[src/rtl/ex_pkg.sv]
// Shared encodings for the execute stage: ALU function codes, ALU op classes
// and the multiplier sequencer states.
package ex_pkg;

    localparam int XLEN_DEFAULT = 32;
    localparam int MUL_CYCLES   = XLEN_DEFAULT;

    // EX_ALU_Op classes
    localparam logic [1:0] OP_ADD   = 2'b00;
    localparam logic [1:0] OP_SUB   = 2'b01;
    localparam logic [1:0] OP_RTYPE = 2'b10;
    localparam logic [1:0] OP_ITYPE = 2'b11;

    // {funct7[5], funct3} function codes
    localparam logic [3:0] FN_ADD  = 4'b0000;
    localparam logic [3:0] FN_SUB  = 4'b1000;
    localparam logic [3:0] FN_AND  = 4'b0111;
    localparam logic [3:0] FN_OR   = 4'b0110;
    localparam logic [3:0] FN_XOR  = 4'b0100;
    localparam logic [3:0] FN_SLL  = 4'b0001;
    localparam logic [3:0] FN_SRL  = 4'b0101;
    localparam logic [3:0] FN_SRA  = 4'b1101;
    localparam logic [3:0] FN_SLT  = 4'b0010;
    localparam logic [3:0] FN_SLTU = 4'b0011;

    typedef enum logic [1:0] {
        IDLE = 2'd0,
        BUSY = 2'd1,
        DONE = 2'd2
    } mul_state_t;

endpackage

[src/rtl/ex_stage_mul_seq.sv]
// Iterative shift-add multiplier (low XLEN bits) with its sequencing FSM.
//   state | meaning
//   IDLE  | waiting for start; operands latched on start
//   BUSY  | one shift-add step per cycle, XLEN steps total
//   DONE  | product valid for one cycle, then back to IDLE
module mul_seq
    import ex_pkg::*;
#(
    parameter int XLEN = 32
) (
    input  logic            clock,
    input  logic            reset,
    input  logic            start,
    input  logic            flush,
    input  logic [XLEN-1:0] a,
    input  logic [XLEN-1:0] b,
    output logic            busy,
    output logic            done,
    output logic [XLEN-1:0] product
);

    localparam int CW = $clog2(XLEN);
    localparam logic [CW-1:0] LAST = CW'(XLEN - 1);

    mul_state_t      r_state, w_state_nxt;
    logic [CW-1:0]   r_count, w_count_nxt;
    logic [XLEN-1:0] r_acc, w_acc_nxt;
    logic [XLEN-1:0] r_mcand, w_mcand_nxt;
    logic [XLEN-1:0] r_mplier, w_mplier_nxt;

    always_ff @(posedge clock) begin
        if (!reset) begin
            r_state  <= IDLE;
            r_count  <= '0;
            r_acc    <= '0;
            r_mcand  <= '0;
            r_mplier <= '0;
        end else begin
            r_state  <= w_state_nxt;
            r_count  <= w_count_nxt;
            r_acc    <= w_acc_nxt;
            r_mcand  <= w_mcand_nxt;
            r_mplier <= w_mplier_nxt;
        end
    end

    always_comb begin
        w_state_nxt  = r_state;
        w_count_nxt  = r_count;
        w_acc_nxt    = r_acc;
        w_mcand_nxt  = r_mcand;
        w_mplier_nxt = r_mplier;
        if (flush) begin
            // Partial product is dropped; the instruction is being killed.
            w_state_nxt = IDLE;
            w_count_nxt = '0;
            w_acc_nxt   = '0;
        end else begin
            case (r_state)
                IDLE: begin
                    if (start) begin
                        w_state_nxt  = BUSY;
                        w_count_nxt  = '0;
                        w_acc_nxt    = '0;
                        w_mcand_nxt  = a;
                        w_mplier_nxt = b;
                    end
                end
                BUSY: begin
                    if (r_mplier[0]) begin
                        w_acc_nxt = r_acc + r_mcand;
                    end
                    w_mcand_nxt  = r_mcand << 1;
                    w_mplier_nxt = r_mplier >> 1;
                    w_count_nxt  = r_count + 1'b1;
                    if (r_count == LAST) begin
                        w_state_nxt = DONE;
                    end
                end
                DONE:    w_state_nxt = IDLE;
                default: w_state_nxt = IDLE;
            endcase
        end
    end

    assign busy    = (r_state == BUSY);
    assign done    = (r_state == DONE);
    assign product = r_acc;

endmodule

[src/rtl/ex_stage.sv]
// RV32 execute stage: ALU, branch target, EX/MEM passthrough, and the stall /
// bubble handling around the sequential MUL unit.
module ex_stage
    import ex_pkg::*;
#(
    parameter int XLEN = 32
) (
    input  logic            clock,
    input  logic            reset,
    input  logic            in_valid,
    input  logic [XLEN-1:0] pc,
    input  logic [XLEN-1:0] rs1_data,
    input  logic [XLEN-1:0] rs2_data,
    input  logic [XLEN-1:0] imm,
    input  logic [3:0]      funct_inst_bits,
    input  logic            mul_en,
    input  logic [4:0]      rd,
    input  logic            WB_reg_write,
    input  logic            WB_mem_to_reg,
    input  logic            M_branch,
    input  logic            M_mem_read,
    input  logic            M_mem_write,
    input  logic [1:0]      EX_ALU_Op,
    input  logic            EX_ALU_Src,
    input  logic            flush,
    output logic            stall,
    output logic            out_valid,
    output logic [XLEN-1:0] alu_result,
    output logic            zero,
    output logic [XLEN-1:0] branch_target,
    output logic [XLEN-1:0] rs2_fwd,
    output logic [4:0]      rd_out,
    output logic            WB_reg_write_out,
    output logic            WB_mem_to_reg_out,
    output logic            M_branch_out,
    output logic            M_mem_read_out,
    output logic            M_mem_write_out
);

    logic            w_busy;
    logic            w_done;
    logic            w_issue;
    logic [XLEN-1:0] w_op_b;
    logic [XLEN-1:0] w_alu;
    logic [XLEN-1:0] w_product;
    logic [3:0]      w_fn;
    logic [4:0]      w_shamt;

    assign w_op_b  = EX_ALU_Src ? imm : rs2_data;
    assign w_shamt = w_op_b[4:0];

    always_comb begin
        w_alu = '0;
        w_fn  = funct_inst_bits;
        // I-type has no subtract; funct7[5] there is immediate bits.
        if (EX_ALU_Op == OP_ITYPE && funct_inst_bits == FN_SUB) begin
            w_fn = FN_ADD;
        end
        case (EX_ALU_Op)
            OP_ADD: w_alu = rs1_data + w_op_b;
            OP_SUB: w_alu = rs1_data - w_op_b;
            default: begin
                case (w_fn)
                    FN_ADD:  w_alu = rs1_data + w_op_b;
                    FN_SUB:  w_alu = rs1_data - w_op_b;
                    FN_AND:  w_alu = rs1_data & w_op_b;
                    FN_OR:   w_alu = rs1_data | w_op_b;
                    FN_XOR:  w_alu = rs1_data ^ w_op_b;
                    FN_SLL:  w_alu = rs1_data << w_shamt;
                    FN_SRL:  w_alu = rs1_data >> w_shamt;
                    FN_SRA:  w_alu = $signed(rs1_data) >>> w_shamt;
                    FN_SLT:  w_alu = {{(XLEN-1){1'b0}}, $signed(rs1_data) < $signed(w_op_b)};
                    FN_SLTU: w_alu = {{(XLEN-1){1'b0}}, rs1_data < w_op_b};
                    default: w_alu = '0;
                endcase
            end
        endcase
    end

    assign w_issue = reset & in_valid & mul_en & (EX_ALU_Op == OP_RTYPE)
                   & !w_busy & !w_done & !flush;

    mul_seq #(.XLEN(XLEN)) u_mul (
        .clock   (clock),
        .reset   (reset),
        .start   (w_issue),
        .flush   (flush),
        .a       (rs1_data),
        .b       (rs2_data),
        .busy    (w_busy),
        .done    (w_done),
        .product (w_product)
    );

    // A flush releases the stall in the same cycle so upstream can refill.
    assign stall     = reset & (w_issue | (w_busy & !flush));
    assign out_valid = reset & !flush & !stall & (w_done | in_valid);

    assign alu_result    = w_done ? w_product : w_alu;
    assign zero          = (alu_result == '0);
    assign branch_target = pc + imm;
    assign rs2_fwd       = rs2_data;

    assign rd_out            = stall ? 5'd0 : rd;
    assign WB_reg_write_out  = !stall & WB_reg_write;
    assign WB_mem_to_reg_out = !stall & WB_mem_to_reg;
    assign M_branch_out      = !stall & M_branch;
    assign M_mem_read_out    = !stall & M_mem_read;
    assign M_mem_write_out   = !stall & M_mem_write;

endmodule
[config.mk]
export PLATFORM = sky130hd
export DESIGN_NAME = ex_stage
export DESIGN_NICKNAME = d
export VERILOG_FILES = /design/src/rtl/ex_pkg.sv /design/src/rtl/ex_stage_mul_seq.sv /design/src/rtl/ex_stage.sv
export SDC_FILE = /design/constraint.sdc
export NUM_CORES = 1
export LEC_CHECK = 0
export ABC_AREA = 1
export CAP_MARGIN = 10
export CELL_PAD_IN_SITES_DETAIL_PLACEMENT = 0
export CELL_PAD_IN_SITES_GLOBAL_PLACEMENT = 1
export CORE_UTILIZATION = 42
export CTS_BUF_LIST = sky130_fd_sc_hd__clkbuf_4
export CTS_CLUSTER_DIAMETER = 60
export CTS_CLUSTER_SIZE = 10
export DETAILED_ROUTE_END_ITERATION = 16
export HOLD_SLACK_MARGIN = 0.06
export PLACE_DENSITY_LB_ADDON = 0.1
export SYNTH_ARGS = -nofsm -noshare
export SYNTH_HDL_FRONTEND = slang
export SYNTH_SLANG_ARGS = --single-unit
export TNS_END_PERCENT = 10
[constraint.sdc]
create_clock -name clock -period 8 [get_ports clock]
set_clock_uncertainty 0.15 [all_clocks]
set_input_delay 0.8 -clock clock [delete_from_list [all_inputs] [get_ports clock]]
set_output_delay 0.8 -clock clock [all_outputs]
set_load 0.1 [all_outputs]
# Word-level counts from Yosys, hierarchy flattened
# Index checks and enable logic that the tools add are counted.
word_totals:
  regBits: 103
  latchBits: 0
  ramBits: 0
  romBits: 0
  input_bits: 150
  output_inout_bits: 109
  word_cells: 90
  n_memories: 0
op_classes:
  n_addsub: 5
  mul: 0
  n_div: 0
  n_lt_le_gt_ge: 2
  n_eq_ne: 19
  shifts: 3
  muxes: 18
  n_bitwise: 23
  n_reduce_logical: 15
ops:
  columns: ["cell", "count"]
  rows:
  - ["one-hot mux 32 bit (10 select lines)", 1]
  - ["one-hot mux 32 bit (2 select lines)", 4]
  - ["2-to-1 mux 32 bit", 6]
  - ["adder 32 bit", 3]
  - ["less-than comparator 32 bit", 2]
  - ["AND 32 bit", 1]
  - ["logical NOT 32 bit", 1]
  - ["bitwise OR 32 bit", 1]
  - ["<< shifter 32 x 5 -> 32 bit", 1]
  - [">> shifter 32 x 5 -> 32 bit", 1]
  - [">>> shifter 32 x 5 -> 32 bit", 1]
  - ["subtractor 32 bit", 1]
  - ["XOR 32 bit", 1]
  - ["AND 1 bit", 16]
  - ["equality test 4 x 3 -> 1 bit (second input constant)", 4]
  - ["equality test 4 bit (second input constant)", 3]
  - ["2-to-1 mux 5 bit", 2]
  - ["one-hot mux 5 bit (2 select lines)", 1]
  - ["equality test 4 x 2 -> 1 bit (second input constant)", 2]
  - ["equality test 2 bit (second input constant)", 3]
  - ["AND reduction 3 bit", 2]
  - ["adder 5 x 1 -> 5 bit (second input constant)", 1]
  - ["equality test 5 bit (second input constant)", 1]
  - ["equality test 2 x 1 -> 1 bit (second input constant)", 2]
  - ["15 further kinds", 24]

# Depth between registers and ports, before layout
# Gate-level depths: netlist of the first run.
logic_depth:
  ltp_word: 11
  ltp_mapped: 31

# Hierarchy
# From an unflattened synthesis of the first run, not the netlist that was laid out.
unflattened:
  cells_unflattened: 3774
  hier_area_um2: 20248.2
by_module_without_submodules:
  columns: ["module", "n_inst", "cells_each", "area_each_um2", "seq_area_each_um2"]
  rows:
  - ["ex_stage", 1, 2736, 13788.2, 0.0]
  - ["mul_seq", 1, 1038, 6459.9, 2062.0]

# Worst setup path before layout of the first run
# Ideal clock, no wire load.
synth_timing:
  kind: "input-to-output"
  from: "input port EX_ALU_Src"
  to: "output port zero"
  t_arrival_ps: 5269
  t_required_ps: 7050
  setup_slack_ps: 1781
  stages: 25
  n_path_buf: 4
  path_cell_list: "buf_6 -> inv_4 -> buf_6 -> clkbuf_1 -> or2_2 -> o21ai_0 -> ha_1 -> buf_2 -> nor2_1 -> inv_1 -> nor3_1 -> nand2_1 -> nand2_1 -> nand2_1 -> nand3_1 -> nand2_1 -> inv_1 -> nand3_1 -> nand2_1 -> a21oi_1 -> a21oi_1 -> nand2_1 -> nor2_1 -> nand2_1 -> nor2_1"
synth_between:
  elab_chain_cells: 6
  elab_cells_between_ends: 15
  classes_between: "add/sub (2); order compare (2); shift (3); mux (4); bitwise (3); reduce/logical (1)"
synth_rtl:
  columns: ["item", "line_no", "text"]
  rows:
  - ["from (decl)", "ex_stage.sv:24", "input logic EX_ALU_Src,"]
  - ["2-to-1 mux 32 bit *", "ex_stage.sv:49", "assign w_op_b = EX_ALU_Src ? imm : rs2_data;"]
  - ["subtractor 32 bit, or another cell as far along", "ex_stage.sv:61, ex_stage.sv:65", null]
  - ["one-hot mux 32 bit (10 select lines)", "ex_stage.sv:63", "case (w_fn)"]
  - ["one-hot mux 32 bit (2 select lines) *", "ex_stage.sv:59", "case (EX_ALU_Op)"]
  - ["2-to-1 mux 32 bit *", "ex_stage.sv:99", "assign alu_result = w_done ? w_product : w_alu;"]
  - ["net alu_result[16]", "ex_stage.sv:28", "output logic [XLEN-1:0] alu_result,"]
  - ["logical NOT 32 bit *", "ex_stage.sv:100", "assign zero = (alu_result == '0);"]
  - ["to (decl)", "ex_stage.sv:29", "output logic zero,"]
# Mark *: on every way through the listed nets, which the timed path passes. The rest lies on a longest branch.

# Worst setup path in the final report of the first run
layout_timing:
  from: "input port EX_ALU_Src"
  to: "output port zero"
layout_between:
  elab_chain_cells: 6
  elab_cells_between_ends: 15
  classes_between: "add/sub (2); order compare (2); shift (3); mux (4); bitwise (3); reduce/logical (1)"
layout_rtl:
  columns: ["item", "line_no"]
  rows:
  - ["2-to-1 mux 32 bit *", "ex_stage.sv:49"]
  - ["subtractor 32 bit, or another cell as far along", "ex_stage.sv:61, ex_stage.sv:65"]
  - ["one-hot mux 32 bit (10 select lines)", "ex_stage.sv:63"]
  - ["one-hot mux 32 bit (2 select lines) *", "ex_stage.sv:59"]
  - ["2-to-1 mux 32 bit *", "ex_stage.sv:99"]
  - ["logical NOT 32 bit *", "ex_stage.sv:100"]
# Every way passes the cells marked *; elsewhere a longest branch is shown, timed or not.

==> results.sh, run 1 <==
export IMPL_numPortBuffers=258
export IMPL_dpl_hpwl_mm=82.4
export IMPL_grt_max_degree=86
export IMPL_first_pass_grt_wire_length_mm=151
export IMPL_synth_enable_flop_cells=0
export IMPL_grt_total_ovfl=0
export IMPL_top_level_i_o_count=259
export IMPL_r2r_end="u_mul.product[24]$_SDFFE_PP0P_"
export IMPL_layout_common_cells="1031 x sky130_fd_sc_hd__nand2_1, 585 x sky130_fd_sc_hd__nand3_1, 393 x sky130_fd_sc_hd__inv_1"
export IMPL_postLayoutCoreUtil_pct=49.2
export IMPL_critical_path_arrival_ps=6180
export IMPL_cts_tree="done"
export IMPL_endpoint_kind="primary output"
export IMPL_post_route_cell_area_um2=22300
export IMPL_critical_path_cell_chain="clkdlybuf4s50_1 -> buf_4 -> o21ai_0 -> ha_1 -> nor2_1 -> nand2_1 -> nor2_1 -> nand3_1 -> nand3_1 -> nand2_1 -> nand3_1 -> nand2_1 -> a31oi_1 -> nand2_1 -> a21oi_1 -> nand2_1 -> nor2_1 -> nand2_1 -> nor2_1 -> buf_12"
export IMPL_avgRoutedWirePerCell_um=23.9
export IMPL_portion_of_synthesized_cell_area_occupied_by_the_leading_cell_type_pct=20.1
export IMPL_layout_commonest_cell="sky130_fd_sc_hd__nand2_1"
export IMPL_numCtsBuffers=9
export IMPL_final_cells=4253
export IMPL_timing_hold_ws_ps=337
export IMPL_root_buffer="sky130_fd_sc_hd__clkbuf_4"
export IMPL_cpMaxStageDelayCell="sky130_fd_sc_hd__o21ai_0"
export IMPL_first_iter_violations=3346
export IMPL_number_of_optimization_iterations_in_the_first_detailed_route_pass=8
export IMPL_r2r_start="u_mul.r_mcand[0]$_SDFFE_PN0P_"
export IMPL_vdd_drop_max_v=0.000200
export IMPL_path_common_cell="sky130_fd_sc_hd__nand2_1"
export IMPL_total_standard_cell_area_after_synthesis_um2=19200
export IMPL_outcome="finished clean"
export IMPL_summed_negative_setup_slack_over_all_endpoints_ps=0
export IMPL_cts_htree_levels=3
export IMPL_netlist_top_cell_by_area="sky130_fd_sc_hd__nand2_1"
export IMPL_n_fill_cell=4978
export IMPL_mappedNetlistNets=3850
export IMPL_syn_avg_cell_area_um2=5.44
export IMPL_finalPower_mw=3.08
export IMPL_placedInstanceArea_um2=22100
export IMPL_numClockSinks=103
export IMPL_kind_of_start_point_of_the_critical_path="input pin"
export IMPL_power_density_cell_area_nw_per_um2=138
export IMPL_clock_latency_ps=700
export IMPL_place_ws_ps=1100
export IMPL_clk_transition_reported_paths_ps=170
export IMPL_die_h_um=216
export IMPL_placement_rows=78
export IMPL_num_vias=25890
export IMPL_post_cts_hold_buffer_count=0
export IMPL_ys_types=49
export IMPL_critical_path_max_stage_delay_ps=860
export IMPL_fin_ws_ps=866
export IMPL_timing_final_crit_period_ps=7130
export IMPL_yosysWarningCount=0
export IMPL_post_synth_inst_count=3534
export IMPL_initial_core_util_pct=42.4
export IMPL_setup_violations=0
export IMPL_synth_seq_cells=103
export IMPL_required_ps=7050
export IMPL_post_cts_resize_count=0
export IMPL_asyncSetResetFlopFracSynth_pct=0
export IMPL_die_area_um2=46600
export IMPL_hold_end="u_mul.r_mplier[31]$_SDFFE_PN0P_"
export IMPL_max_slew_worst_pin_slew_ps=1040
export IMPL_worstHoldStart="u_mul.r_mplier[31]$_SDFFE_PN0P_"
export IMPL_finalNetCount=3960
export IMPL_maxSlewViolCount=0
export IMPL_detail_route_drc_violations=0
export IMPL_layout_worst_path_cycle_share_pct=89.2
export IMPL_slew_headroom_pct=29.7
export IMPL_path_class="in2out"
export IMPL_hold_path_class="reg2reg"
export IMPL_via_per_inst=6.09
export IMPL_largest_fanout_on_the_critical_path=34
export IMPL_max_cap_violations=0
export IMPL_chipWidth_um=216
export IMPL_dpl_cell_count=4233
export IMPL_leakagePower_nw=11.3
export IMPL_core_area_um2=45300
export IMPL_groute_usage_overall_pct=42.7
export IMPL_synth_seq_area_share_pct=10.7
export IMPL_worst_r2r_path_cells=15
export IMPL_setup_reg_to_reg_worst_slack_ps=3630
export IMPL_grt_setup_unrepaired="no"
export IMPL_clockBufferDepth=2
export IMPL_gp_congestion=1.09
export IMPL_drt_antenna_violating_nets=0
export IMPL_hold_violations=0
export IMPL_worstHoldPathCells=2
export IMPL_post_cts_buffers=0
export IMPL_grt_pass1_vias=23905
export IMPL_grt_antenna_before_repair=6
export IMPL_synthToLayoutAreaGrowth_pct=15.9
export IMPL_totalWireLength_mm=102
export IMPL_fmaxAchievable_mhz=140
export IMPL_drive_above_1_share_pct=4.93
export IMPL_dominantRegCellSynth="sky130_fd_sc_hd__dfxtp_1"
export IMPL_synth_area_top_cells="sky130_fd_sc_hd__nand2_1 20%, sky130_fd_sc_hd__nand3_1 15%, sky130_fd_sc_hd__dfxtp_1 11%"
## report_power, final
group / switching, mW / internal (mW) / total (mW)
Combinational: 1.62 / 0.599 / 2.22
Clock: 0.256 / 0.0756 / 0.332
Sequential: 0.00459 / 0.519 / 0.524
## cells by family after synthesis
kind of cell | count (synthesis) | synth area share (%)
flops | 103 | 10.7
buf+inv | 599 | 13.2
compound gates | 583 | 17.2
simple gates | 2031 | 45.5
xor+xnor | 52 | 2.37
fa+ha+maj | 166 | 11.0
## area by class of cell
type                            instances  area [um2]  area share [%]
Antenna cell                            4        10.0          0.0449
Clock buffer                           10        75.1           0.337
Clock inverter                          6        63.8           0.286
Inverter                              405        1520            6.84
Multi-Input combinational cell       2832       14700            65.8
Sequential cell                       103        2060            9.26
Tap cell                              600         751            3.37
Timing Repair Buffer                  293        3130            14.1
## worst max-delay path: cells and delay by family
family / cells / cell delay (ps)
and+or+nand+nor: 13 / 2620
adders and majority gates: 1 / 550
buffers and inverters: 3 / 960
AOI/OAI and AO/OA: 3 / 1230
## per-layer routing
metal,GRT usage (%),vias to the layer above,share of wire [%]
met4,22.0,6,5.7
met5,0,-,0.040
met1,55.8,12245,41
met3,9.77,272,11
li1,-,11877,-
met2,65.2,1490,42
## cell usage after synthesis (2+ instances only)
cell type	instances
sky130_fd_sc_hd__nor2_1	259
sky130_fd_sc_hd__clkbuf_1	84
sky130_fd_sc_hd__a21boi_0	10
sky130_fd_sc_hd__xnor2_1	12
sky130_fd_sc_hd__o211ai_1	6
sky130_fd_sc_hd__xor2_1	40
sky130_fd_sc_hd__fa_1	4
sky130_fd_sc_hd__nand4_1	34
sky130_fd_sc_hd__or2_2	65
sky130_fd_sc_hd__a21o_1	6
sky130_fd_sc_hd__o221ai_1	4
sky130_fd_sc_hd__nor4_1	4
sky130_fd_sc_hd__nand2_1	1031
sky130_fd_sc_hd__a211oi_1	4
sky130_fd_sc_hd__a221oi_1	25
sky130_fd_sc_hd__inv_2	4
sky130_fd_sc_hd__o21a_1	6
sky130_fd_sc_hd__buf_6	10
sky130_fd_sc_hd__a31oi_1	82
sky130_fd_sc_hd__and2_1	7
sky130_fd_sc_hd__o22ai_1	11
sky130_fd_sc_hd__nand3_2	2
sky130_fd_sc_hd__nor2_2	2
sky130_fd_sc_hd__ha_1	162
sky130_fd_sc_hd__inv_1	393
sky130_fd_sc_hd__nand3_1	585
sky130_fd_sc_hd__o31ai_1	3
sky130_fd_sc_hd__nand3b_1	4
sky130_fd_sc_hd__nand2_2	8
sky130_fd_sc_hd__buf_1	5
sky130_fd_sc_hd__o21bai_1	19
sky130_fd_sc_hd__nand2_4	2
sky130_fd_sc_hd__dfxtp_1	103
sky130_fd_sc_hd__clkinv_1	7
sky130_fd_sc_hd__buf_2	57
sky130_fd_sc_hd__buf_4	38
sky130_fd_sc_hd__a21oi_1	213
sky130_fd_sc_hd__o21ai_1	6
sky130_fd_sc_hd__and3_1	3
sky130_fd_sc_hd__o21ai_0	180
sky130_fd_sc_hd__nor3_1	23
sky130_fd_sc_hd__o21ai_2	4
## flip-flops by register name (all words and copies together), names as in the netlist
| register | count |
|---|---|
| u_mul.product | 32 |
| u_mul.r_mcand | 32 |
| u_mul.r_mplier | 32 |
| u_mul.r_count | 5 |
| u_mul.r_state | 2 |
## worst max-delay path by stage
stage	from	endpoint	slack [ps]
after floorplan	EX_ALU_Src	zero	1780
after global placement	EX_ALU_Src	zero	1070
after detailed placement	EX_ALU_Src	zero	1100
after CTS	EX_ALU_Src	zero	1100
after global routing	EX_ALU_Src	zero	760
final	EX_ALU_Src	zero	870
Note: power is estimated with default switching activity, not from simulation.
==> inputs of run 2 (changes only) <==
Settings changed: CORE_MARGIN set to 2, SETUP_SLACK_MARGIN set to 0.2.
==> run 2 against run 1 <==
  * Hold slack better by 5.3 ps
  * Fmax up 3.1%
  * Critical endpoint unchanged
  * Utilization up 0.11 points
  * Largest cell class unchanged
  * Global-route usage down 0.75 points
  * Setup slack better by 220 ps
  * Register-to-register slack about the same
  * Die area up 1.9%
  * Count of clock-buffer cells in the layout down 1
  * Highest routed layer unchanged
==> results.sh, run 2 (same netlist as run 1, synthesis figures left out) <==
export IMPL_kind_of_start_point_of_the_critical_path="input pin"
export IMPL_layout_common_cells="1030 x sky130_fd_sc_hd__nand2_1, 585 x sky130_fd_sc_hd__nand3_1, 393 x sky130_fd_sc_hd__inv_1"
export IMPL_hold_path_class="reg2reg"
export IMPL_post_cts_hold_buffer_count=0
export IMPL_outcome="finished clean"
export IMPL_initial_core_util_pct=42.4
export IMPL_grt_pass1_vias=23592
export IMPL_placedInstanceArea_um2=22200
export IMPL_clk_transition_reported_paths_ps=160
export IMPL_hold_violations=0
export IMPL_max_slew_worst_pin_slew_ps=1020
export IMPL_numClockSinks=103
export IMPL_p_clk_share_pct=10.3
export IMPL_slew_headroom_pct=31.5
export IMPL_max_cap_violations=0
export IMPL_drive_above_1_share_pct=5.09
export IMPL_grt_max_degree=88
export IMPL_num_vias=25715
export IMPL_layout_worst_path_cycle_share_pct=86.5
export IMPL_core_area_um2=45300
export IMPL_first_iter_violations=3483
export IMPL_final_cells=4263
export IMPL_layout_commonest_cell="sky130_fd_sc_hd__nand2_1"
export IMPL_totalWireLength_mm=102
export IMPL_placement_rows=78
export IMPL_dpl_cell_count=4239
export IMPL_post_route_cell_area_um2=22300
export IMPL_worstHoldStart="u_mul.r_mplier[23]$_SDFFE_PN0P_"
export IMPL_finalPower_mw=3.07
export IMPL_groute_usage_overall_pct=41.9
export IMPL_finalNetCount=3966
export IMPL_worst_r2r_path_cells=15
export IMPL_grt_antenna_before_repair=4
export IMPL_power_report_internal_total_mw=1.22
export IMPL_avgRoutedWirePerCell_um=24.0
export IMPL_n_fill_cell=4963
export IMPL_cts_htree_levels=3
export IMPL_root_buffer="sky130_fd_sc_hd__clkbuf_4"
export IMPL_dpl_hpwl_mm=82.9
export IMPL_post_cts_buffers=0
export IMPL_timing_final_crit_period_ps=6920
export IMPL_clock_latency_ps=660
export IMPL_die_area_um2=47500
export IMPL_r2r_end="u_mul.product[24]$_SDFFE_PP0P_"
export IMPL_leakagePower_nw=11.3
export IMPL_top_level_i_o_count=259
export IMPL_maxSlewViolCount=0
export IMPL_via_per_inst=6.03
export IMPL_fin_ws_ps=1080
export IMPL_grt_met1_usage_pct=55.0
export IMPL_detail_route_drc_violations=0
export IMPL_drt_antenna_violating_nets=0
export IMPL_numCtsBuffers=9
export IMPL_fmaxAchievable_mhz=145
export IMPL_total_switching_power_mw=1.86
export IMPL_path_class="in2out"
export IMPL_hold_end="u_mul.r_mplier[22]$_SDFFE_PN0P_"
export IMPL_vdd_drop_max_v=0.000209
export IMPL_summed_negative_setup_slack_over_all_endpoints_ps=0
export IMPL_setup_reg_to_reg_worst_slack_ps=3640
export IMPL_gp_congestion=1.17
export IMPL_worstHoldPathCells=2
export IMPL_die_h_um=218
export IMPL_grt_busiest_layer="met2"
export IMPL_critical_path_arrival_ps=5970
export IMPL_place_ws_ps=1340
export IMPL_combPwrFrac_pct=72.7
export IMPL_largest_fanout_on_the_critical_path=34
export IMPL_crit_path_from="EX_ALU_Src"
export IMPL_required_ps=7050
export IMPL_synthToLayoutAreaGrowth_pct=16.2
export IMPL_swShare_pct=60.4
export IMPL_post_cts_resize_count=0
export IMPL_grt_total_ovfl=0
export IMPL_seq_power_share_pct=17.0
export IMPL_number_of_optimization_iterations_in_the_first_detailed_route_pass=9
export IMPL_numPortBuffers=258
export IMPL_power_density_cell_area_nw_per_um2=138
export IMPL_grt_setup_unrepaired="no"
export IMPL_chipWidth_um=218
export IMPL_endpoint_kind="primary output"
export IMPL_setup_violations=0
export IMPL_first_pass_grt_wire_length_mm=150
export IMPL_clockBufferDepth=2
export IMPL_grt_util_met3_pct=8.05
export IMPL_grtUsageMet2_pct=65.6
export IMPL_cts_tree="done"
export IMPL_r2r_start="u_mul.r_mcand[0]$_SDFFE_PN0P_"
-- run 2: power by group through the flow --
stage          Sequential [mW]  Clock [mW]  Combinational, mW
2_1_floorplan            0.532           0               1.45
3_3_place_gp             0.534           0               2.18
3_5_place_dp             0.534           0               2.17
4_1_cts                  0.523       0.315               2.18
5_1_grt                  0.524       0.338               2.34
6_report                 0.523       0.315               2.23
-- run 2: stage by stage --
step / hold slack [ps] / utilization (%)
global route: 360 / 49.3
global placement: 310 / 48.9
floorplan: 294 / -
detailed placement: 319 / 48.9
CTS: 341 / 49.3
finish: 343 / 49.3
-- run 2: critical path, cell delays in order --
cell	delay (ps)
sky130_fd_sc_hd__clkdlybuf4s50_1	550
sky130_fd_sc_hd__buf_4	390
sky130_fd_sc_hd__o21ai_0	320
sky130_fd_sc_hd__ha_1	680
sky130_fd_sc_hd__inv_1	300
sky130_fd_sc_hd__a21oi_1	260
sky130_fd_sc_hd__nand2_1	110
sky130_fd_sc_hd__nand3_1	80
sky130_fd_sc_hd__nand2_1	50
sky130_fd_sc_hd__a21oi_1	480
sky130_fd_sc_hd__nand3_1	210
sky130_fd_sc_hd__nand3_1	170
sky130_fd_sc_hd__nand3_1	90
sky130_fd_sc_hd__nand2_1	110
sky130_fd_sc_hd__nand2_1	60
sky130_fd_sc_hd__a21oi_1	270
sky130_fd_sc_hd__nand2_1	140
sky130_fd_sc_hd__nor2_1	330
sky130_fd_sc_hd__nand2_1	100
sky130_fd_sc_hd__nor2_1	220
sky130_fd_sc_hd__buf_12	210
-- run 2: worst max path at each step --
stage / slack [ps] / cells after the start / endpoint
floorplan: 1780 / 25 / zero
global placement: 1370 / 22 / zero
detailed placement: 1340 / 21 / zero
CTS: 1350 / 22 / zero
global route: 1100 / 21 / zero
finish: 1080 / 21 / zero
-- run 2: cell type report --
cell class	count	area, um2	share of cell area, %
Timing Repair Buffer	299	3180	14.2
Antenna cell	8	20.0	0.0897
Sequential cell	103	2060	9.24
Clock buffer	9	67.6	0.303
Inverter	405	1520	6.83
Multi-Input combinational cell	2832	14700	65.6
Clock inverter	7	73.8	0.331
Tap cell	600	751	3.36
-- run 2: routing by layer --
layer  wire length, um  part of all wire, %  vias up
met5                13                0.013        -
met3             10800                   11      270
met2             44300                   43     1546
met1             41300                   40    12020
li1                  -                    -    11877
met4              5630                  5.5        2
